## src/rtl/button_digit_entry_pkg.sv

```systemverilog
// Shared constants for the pushbutton digit editor: BCD limits, button indices,
// action priority and the BCD wrap helpers.
package button_digit_entry_pkg;

    localparam logic [3:0]  BCD_MAX  = 4'd9;
    localparam int unsigned NUM_BTNS = 5;

    localparam int unsigned BTN_C = 0;
    localparam int unsigned BTN_U = 1;
    localparam int unsigned BTN_D = 2;
    localparam int unsigned BTN_L = 3;
    localparam int unsigned BTN_R = 4;

    typedef enum logic [2:0] {
        ACT_NONE,
        ACT_COMMIT,
        ACT_INC,
        ACT_DEC,
        ACT_LEFT,
        ACT_RIGHT
    } action_e;

    // Highest-priority press wins; simultaneous lower-priority presses are dropped.
    function automatic action_e pick_action(input logic [NUM_BTNS-1:0] press);
        if (press[BTN_C]) return ACT_COMMIT;
        if (press[BTN_U]) return ACT_INC;
        if (press[BTN_D]) return ACT_DEC;
        if (press[BTN_L]) return ACT_LEFT;
        if (press[BTN_R]) return ACT_RIGHT;
        return ACT_NONE;
    endfunction

    function automatic logic [3:0] bcd_inc(input logic [3:0] d);
        return (d == BCD_MAX) ? 4'd0 : d + 4'd1;
    endfunction

    function automatic logic [3:0] bcd_dec(input logic [3:0] d);
        return (d == 4'd0) ? BCD_MAX : d - 4'd1;
    endfunction

endpackage

```

## src/rtl/button_debouncer.sv

```systemverilog
// One pushbutton: 2-flop synchronizer, stable-count debouncer and a
// single-cycle press pulse on each accepted rising level.
module button_debouncer #(
    parameter int unsigned DEBOUNCE_CYCLES = 1_000_000
) (
    input  logic i_clk,
    input  logic i_reset,
    input  logic i_btn,
    output logic o_press
);

    localparam int unsigned      CNT_W   = $clog2(DEBOUNCE_CYCLES + 1);
    localparam logic [CNT_W-1:0] CNT_MAX = CNT_W'(DEBOUNCE_CYCLES);

    logic             r_sync1;
    logic             r_sync2;
    logic             r_level;
    logic             r_level_q;
    logic [CNT_W-1:0] r_cnt;

    always_ff @(posedge i_clk) begin
        if (i_reset) begin
            r_sync1   <= 1'b0;
            r_sync2   <= 1'b0;
            r_level   <= 1'b0;
            r_level_q <= 1'b0;
            r_cnt     <= '0;
        end else begin
            r_sync1   <= i_btn;
            r_sync2   <= r_sync1;
            r_level_q <= r_level;
            // Any agreeing cycle restarts the count, so short glitches never accumulate.
            if (r_sync2 == r_level) begin
                r_cnt <= '0;
            end else if (r_cnt == CNT_MAX) begin
                r_level <= r_sync2;
                r_cnt   <= '0;
            end else begin
                r_cnt <= r_cnt + 1'b1;
            end
        end
    end

    assign o_press = r_level & ~r_level_q;

endmodule

```

## src/rtl/button_digit_entry.sv

```systemverilog
// Five debounced pushbuttons editing an NUM_DIGITS-digit BCD value with a cursor;
// btnC snapshots the live value into committed with a one-cycle valid pulse.
module button_digit_entry
    import button_digit_entry_pkg::*;
#(
    parameter int unsigned DEBOUNCE_CYCLES = 1_000_000,
    parameter int unsigned NUM_DIGITS      = 8
) (
    input  logic                                          clk,
    input  logic                                          reset,
    input  logic                                          btnU,
    input  logic                                          btnD,
    input  logic                                          btnL,
    input  logic                                          btnR,
    input  logic                                          btnC,
    output logic [4*NUM_DIGITS-1:0]                       digits,
    output logic [((NUM_DIGITS > 1) ? $clog2(NUM_DIGITS) : 1)-1:0] cursor,
    output logic [4*NUM_DIGITS-1:0]                       committed,
    output logic                                          commit_valid
);

    localparam int unsigned       CUR_W   = (NUM_DIGITS > 1) ? $clog2(NUM_DIGITS) : 1;
    localparam logic [CUR_W-1:0]  CUR_MAX = CUR_W'(NUM_DIGITS - 1);

    logic [NUM_BTNS-1:0]         w_btn_raw;
    logic [NUM_BTNS-1:0]         w_press;
    action_e                     w_action;

    logic [NUM_DIGITS-1:0][3:0]  r_digits;
    logic [NUM_DIGITS-1:0][3:0]  r_committed;
    logic [CUR_W-1:0]            r_cursor;
    logic                        r_commit_valid;

    always_comb begin
        w_btn_raw        = '0;
        w_btn_raw[BTN_C] = btnC;
        w_btn_raw[BTN_U] = btnU;
        w_btn_raw[BTN_D] = btnD;
        w_btn_raw[BTN_L] = btnL;
        w_btn_raw[BTN_R] = btnR;
    end

    for (genvar g = 0; g < NUM_BTNS; g++) begin : g_btn
        button_debouncer #(
            .DEBOUNCE_CYCLES(DEBOUNCE_CYCLES)
        ) u_debouncer (
            .i_clk  (clk),
            .i_reset(reset),
            .i_btn  (w_btn_raw[g]),
            .o_press(w_press[g])
        );
    end

    always_comb w_action = pick_action(w_press);

    always_ff @(posedge clk) begin
        if (reset) begin
            r_digits       <= '0;
            r_committed    <= '0;
            r_cursor       <= '0;
            r_commit_valid <= 1'b0;
        end else begin
            r_commit_valid <= 1'b0;
            case (w_action)
                ACT_COMMIT: begin
                    r_committed    <= r_digits;
                    r_commit_valid <= 1'b1;
                end
                ACT_INC:   r_digits[r_cursor] <= bcd_inc(r_digits[r_cursor]);
                ACT_DEC:   r_digits[r_cursor] <= bcd_dec(r_digits[r_cursor]);
                ACT_LEFT:  r_cursor <= (r_cursor == CUR_MAX) ? '0 : r_cursor + 1'b1;
                ACT_RIGHT: r_cursor <= (r_cursor == '0) ? CUR_MAX : r_cursor - 1'b1;
                default:   ;
            endcase
        end
    end

    assign digits       = r_digits;
    assign committed    = r_committed;
    assign cursor       = r_cursor;
    assign commit_valid = r_commit_valid;

endmodule

```

## config.mk

```make
export PLATFORM = sky130hd
export DESIGN_NAME = button_digit_entry
export DESIGN_NICKNAME = d
export VERILOG_FILES = /design/src/rtl/button_digit_entry_pkg.sv /design/src/rtl/button_debouncer.sv /design/src/rtl/button_digit_entry.sv
export SDC_FILE = /design/constraint.sdc
export NUM_CORES = 1
export LEC_CHECK = 0
export BUFFER_PORTS_ARGS = -buffer_cell sky130_fd_sc_hd__buf_2
export CAP_MARGIN = 30
export CORE_MARGIN = 2
export CORE_UTILIZATION = 54
export CTS_CLUSTER_DIAMETER = 40
export DETAILED_ROUTE_END_ITERATION = 12
export HOLD_SLACK_MARGIN = 0.03
export PLACE_DENSITY = 0.77
export SYNTH_ARGS = -nofsm -noshare
export SYNTH_HDL_FRONTEND = slang
export SYNTH_HIERARCHICAL = 1
export SYNTH_SLANG_ARGS = --single-unit
```

## constraint.sdc

```tcl
create_clock -name clk -period 2 [get_ports clk]
set_input_delay 0.3 -clock clk [delete_from_list [all_inputs] [get_ports clk]]
set_output_delay 0.3 -clock clk [all_outputs]
set_load 0.03 [all_outputs]
```

* Word-level counts from Yosys, hierarchy flattened
Index checks and enable logic that the tools add are counted.
** Word-level totals
- Bits in registers :: 188
- Word-level logic and storage cells :: 139
** Cells by class
- Add/sub/neg operators :: 9
- Magnitude comparators :: 2
- Equal/unequal tests :: 17
- Multiplexer cells :: 38
- Bitwise gates (word level) :: 15
- Reductions and logical operators :: 15
** Operators by type and width (count)
- 20-bit by 1-bit adder with 20-bit output, second input constant :: 5
- 20-bit == test, second input constant :: 5
- 32-bit bitwise mux :: 2
- 32-bit one-hot mux with 2 select lines :: 1
- 3-bit two-way mux :: 12
- 1-bit two-way mux :: 16
- 4-bit two-way mux :: 4
- 3-bit OR reduction :: 5
- 4-bit binary-select mux with 3-bit select :: 1
- 4-bit demux with 3-bit select :: 1
- 1-bit NOT :: 10
- 2-bit AND reduction :: 5
- 3-bit == test, second input constant :: 3
- 3-bit by 2-bit == test with 1-bit output, second input constant :: 2
- 3-bit one-hot mux with 2 select lines :: 1
- 1-bit bitwise AND :: 5
- 1-bit == test :: 5
- 4-bit by 1-bit adder with 4-bit output, second input constant :: 1
- 4-bit == test, second input constant :: 1
- 4-bit logical NOT :: 1
- 3-bit by 4-bit < comparator with 1-bit output, second input constant :: 1
- 2-bit nonzero test :: 2
- 4-bit by 1-bit subtractor with 4-bit output, second input constant :: 1
- 3-bit by 1-bit adder with 3-bit output, second input constant :: 1
- 5 further kinds :: 5

* Depth between registers and ports, before layout
- Depth in word-level cells :: 20
- Depth in mapped cells :: 8

* Modules after synthesis
The synthesis kept the hierarchy.
** Modules (own cells, without submodules)
- button_debouncer :: times used 5, cells each 121, area each 1083.5 sq um
- button_digit_entry :: times used 1, cells each 290, area each 3000.4 sq um

* Worst setup path after synthesis
OpenSTA, ideal clock, no wires.
- Kind :: register to register
- Start :: register r_cursor[2], in the netlist cursor[2]
- End :: register r_digits, in the netlist digits[14]
- Library setup time :: 81 ps
- Arrival :: 2290 ps
- Setup slack :: -371 ps
- Stages on the path, launching flop included :: 8
- Period minus slack after synthesis :: 2371 ps
- Cell sequence :: dfxtp_1 > buf_6 > mux4_2 > mux2i_4 > nand2_1 > or2_1 > a22o_4 > a211oi_2
** Between the ends
- Longest elaborated chain between the ends :: 6
** Ends and longest elaborated chain
- from (decl) :: line button_digit_entry.sv:31 : logic [CUR_W-1:0] r_cursor;
- from (signal assigned) :: line button_digit_entry.sv:71 : ACT_LEFT: r_cursor <= (r_cursor == CUR_MAX) ? '0 : r_cursor + 1'b1;
- from (signal assigned) :: line button_digit_entry.sv:72 : ACT_RIGHT: r_cursor <= (r_cursor == '0) ? CUR_MAX : r_cursor - 1'b1;
- 4-bit binary-select mux with 3-bit select (tied with other cells) :: line button_digit_entry.sv:69, button_digit_entry.sv:70
- 4-bit two-way mux (implied by the code) or 1-bit logical AND (tied branches) :: line button_digit_entry.sv:69, button_digit_entry.sv:70
- 4-bit by 1-bit subtractor with 4-bit output (tied with other cells) :: line button_digit_entry_pkg.sv:38 : return (d == 4'd0) ? BCD_MAX : d - 4'd1;
- 4-bit two-way mux (tied with other cells) :: line button_digit_entry_pkg.sv:38
- 32-bit bitwise mux, on equally long branches :: line button_digit_entry.sv:70, button_digit_entry.sv:69
- 32-bit one-hot mux with 2 select lines * :: line button_digit_entry.sv:64 : case (w_action)
- to (signal, indexed assignment) :: line button_digit_entry.sv:69 : ACT_INC: r_digits[r_cursor] <= bcd_inc(r_digits[r_cursor]);
- to (signal, indexed assignment) :: line button_digit_entry.sv:70 : ACT_DEC: r_digits[r_cursor] <= bcd_dec(r_digits[r_cursor]);
- to (decl) :: line button_digit_entry.sv:29 : logic [NUM_DIGITS-1:0][3:0] r_digits;
Every way passes the cells marked *; elsewhere a longest branch is shown, timed or not. The select of a mux whose other input is x is not followed.
A chain may end at the register's enable or synchronous reset.

* Final worst setup path
- Start :: register r_cursor[2], in the netlist cursor[2]
- End :: register r_digits, in the netlist digits[2]
The elaborated chain is that of the path after synthesis.

==> results.tsv <==
metric	value	unit
antenna violations before repair	0	
Max VDD drop	0.661	mV
period utilisation layout	113	%
max-slew violations	0	
commonest non-fill, non-tap cell in the layout	dfxtp_1	
met3 GRT Util	4.95	%
DRC	0	
post-layout minimum cycle time	2.26	ns
clk_skew	0.00826	ns
Layout area overhead	23.6	%
WL per Instance	15.3	um
Worst Setup SP	cursor[2]$_SDFFE_PP0P_	
Row Count	45	
setup ws final	-0.263	ns
busiest layer in global routing	met2	
FF+latch count, synth	188	
vias per cell	5.61	
GPL Wtd Cong	0.824	
die area	16600	um2
Final setup viols	24	
DRT antenna net count	0	
Pre-antenna DRT Iters	5	
pwr dens	688	nW/um2
Layout Nets	1076	
area share of and/or/nand/nor cells after synthesis	25.7	%
Slew headroom	67.9	%
gr ovfl total	0	
launch point of the worst reg-to-reg path	cursor[2]$_SDFFE_PP0P_	
first-pass GRT wire length	30500	um
Adder-Cell Fraction of Synth Area	2.08	%
HP Start	btnR	
Compound-Gate Fraction of Synth Area	8.49	%
Root Buffer	clkbuf_16	
Max Clock Freq	0.442	GHz
met1 Use GR	30.0	%
GRT Util Overall	23.0	%
core region area	15200	um2
largest family of logic cells by synthesized area	simple AND/OR/NAND/NOR gates	
share of flip-flops with an asynchronous set or reset	0	%
commonest non-fill, non-tap cells in the layout	186 x dfxtp_1, 167 x nor2_1, 83 x buf_4, 73 x buf_2, 60 x xnor2_1	
P_leak	3.68	nW
Synth Instances	895	
Most used DFF post-synth	dfxtp_1	
H-tree Lvls	4	
Die Ht	129	um
total wire length	19200	um
Max Cap Viol	0	
share of post-route cells with drive strength above 1	26.7	%
Syn Nets	916	
Yosys cell types	57	
Setup crit end kind	register	
total CTS buffers	17	
synthesized area per cell	9.41	um2
unrepaired setup endpoints after global routing	yes	
final non-filler cell total	1256	
mapped cell area	8420	um2
Initial DRC Count	605	
Crit Path Class	register to register	
Fin Setup TNS	-5.41	ns
Total Power	0.00716	W
Final Hold Violating Endpoints	0	
largest net degree at the start of global routing	42	
violated checks	setup timing	
worst path required time	2.36	ns
status	finished with violations	
chip width	129	um
hold_buf cts	0	
via count	7043	
Placement Setup Slack	-0.285	ns
CTS Buffer Depth	2	
Arr. time, crit path	2.62	ns
vias in the first global route	6366	
number of diodes	0	
Final HPWL DP	12500	um
Starting Density	55.4	%
placed cells	1209	
worst-path maximum fanout	8	
Worst-Margin Slew	0.482	ns
register area share after synthesis	44.7	%
GR Util met2	37.5	%
port bufs	74	
clock-pin slew on the worst setup and hold paths	0.07	ns
Critical Path Source Type	register	
number of synthesized flops with an enable pin	0	
CTS tree	done	
Top Ports	75	
Synth Area in XOR/XNOR	7.91	%
clock insertion delay at the later pin of the skew report	0.43	ns
Sink Count	188	
YS warnings	6	
worst hold path type	input port to register	
mux share of post-synthesis cell area	7.85	%
[worst max-delay path: stages (launching register included)]
cell and delay, ns:
dfxtp_4 0.37, buf_6 0.13, mux4_2 0.53, mux2i_4 0.25
nand2_2 0.11, or2_1 0.26, a22o_4 0.32, a211oi_2 0.22
[state kept, by name (all words and copies together) (netlist names)]
signal and flops:
cursor 3, commit_valid 1, g_btn.u_debouncer/r_sync1 5, digits 32
g_btn.u_debouncer/r_sync2 5, g_btn.u_debouncer/r_cnt 100, committed 32, g_btn.u_debouncer/r_level_q 5
g_btn.u_debouncer/r_level 5
[repair_timing]
action	4_1_cts	5_1_grt
pin swaps	20	18
buffers inserted	13	3
endpoints found under the setup margin	24	26
gates resized for setup	24	14
[power by group]
| part | total [W] | switching, W | internal [W] |
|---|---|---|---|
| clock | 0.00330 | 0.00154 | 0.00177 |
| sequential | 0.00376 | 0.00000725 | 0.00375 |
| combinational | 0.0000932 | 0.0000616 | 0.0000316 |
[metal layers]
| metal | routed length (um) | vias up |
|---|---|---|
| met5 | 0 | - |
| met4 | 420 | 0 |
| met3 | 895 | 42 |
| met2 | 9190 | 223 |
| met1 | 8660 | 3307 |
| li1 | - | 3471 |
[Yosys cell counts, drive strengths merged (3+ instances only)]
cell type / n / share of area [%]
and4: 5 / 0.52
mux4: 8 / 2.1
a21oi: 25 / 1.5
nand4: 26 / 2.9
o21ba: 5 / 0.59
nor3: 28 / 1.7
clkbuf: 17 / 0.76
ha: 14 / 2.1
and4b: 5 / 0.59
or4: 10 / 0.89
nor2b: 22 / 1.6
nor4b: 5 / 0.52
nand2b: 3 / 0.22
and3: 10 / 0.82
inv: 38 / 1.7
a211oi: 9 / 1.3
or3: 21 / 2.2
buf: 10 / 0.83
mux2i: 44 / 5.6
o21a: 5 / 0.45
a311oi: 17 / 2.2
nand3: 36 / 2.1
nor2: 168 / 7.5
nand2: 34 / 1.5
nor4: 25 / 1.9
o31ai: 10 / 0.89
dfxtp: 188 / 45
o21ai: 19 / 1.1
xor2: 16 / 1.7
or2: 3 / 0.22
xnor2: 60 / 6.2
[area by class of cell]
class	count	area (um2)
clock inverter	14	153
clock buffer	18	429
sequential	188	3770
tap	188	235
multi-input combinational	642	4520
fill	1123	4800
inverter	38	143
timing repair buffer	168	1160
[per-stage QoR]
stage | instance area [um2] | hold slack, ns | util [%]
2_1_floorplan | 8430 | 0.372 | -
3_3_place_gp | 9520 | 0.422 | 62.6
5_1_grt | 10400 | 0.0712 | 68.5
4_1_cts | 10300 | 0.0582 | 67.9
6_report | 10400 | 0.0704 | 68.5
3_5_place_dp | 9520 | 0.422 | 62.6
[path summary, 6_finish.rpt]
path,endpoint,slack (ns),cells past startpoint
setup / recovery,digits[2]$_SDFFE_PP0P_,-0.26,7
hold / removal,g_btn[4].u_debouncer/r_sync1$_SDFF_PP0_,0.07,2
setup reg to reg,digits[2]$_SDFFE_PP0P_,-0.26,7
hold reg to reg,g_btn[3].u_debouncer/r_sync2$_SDFF_PP0_,0.44,1
[kinds of logic (layout without fill, tap and decap cells)]
family,Yosys count,count (layout)
AND/OR/NAND/NOR,405,405
flip-flops,188,188
AO/OA/AOI/OAI,94,94
XOR/XNOR,76,76
buffers and inverters,65,238
multiplexers,53,53
adder cells (fa/ha/maj),14,14
(Power assumes the default switching activity.)
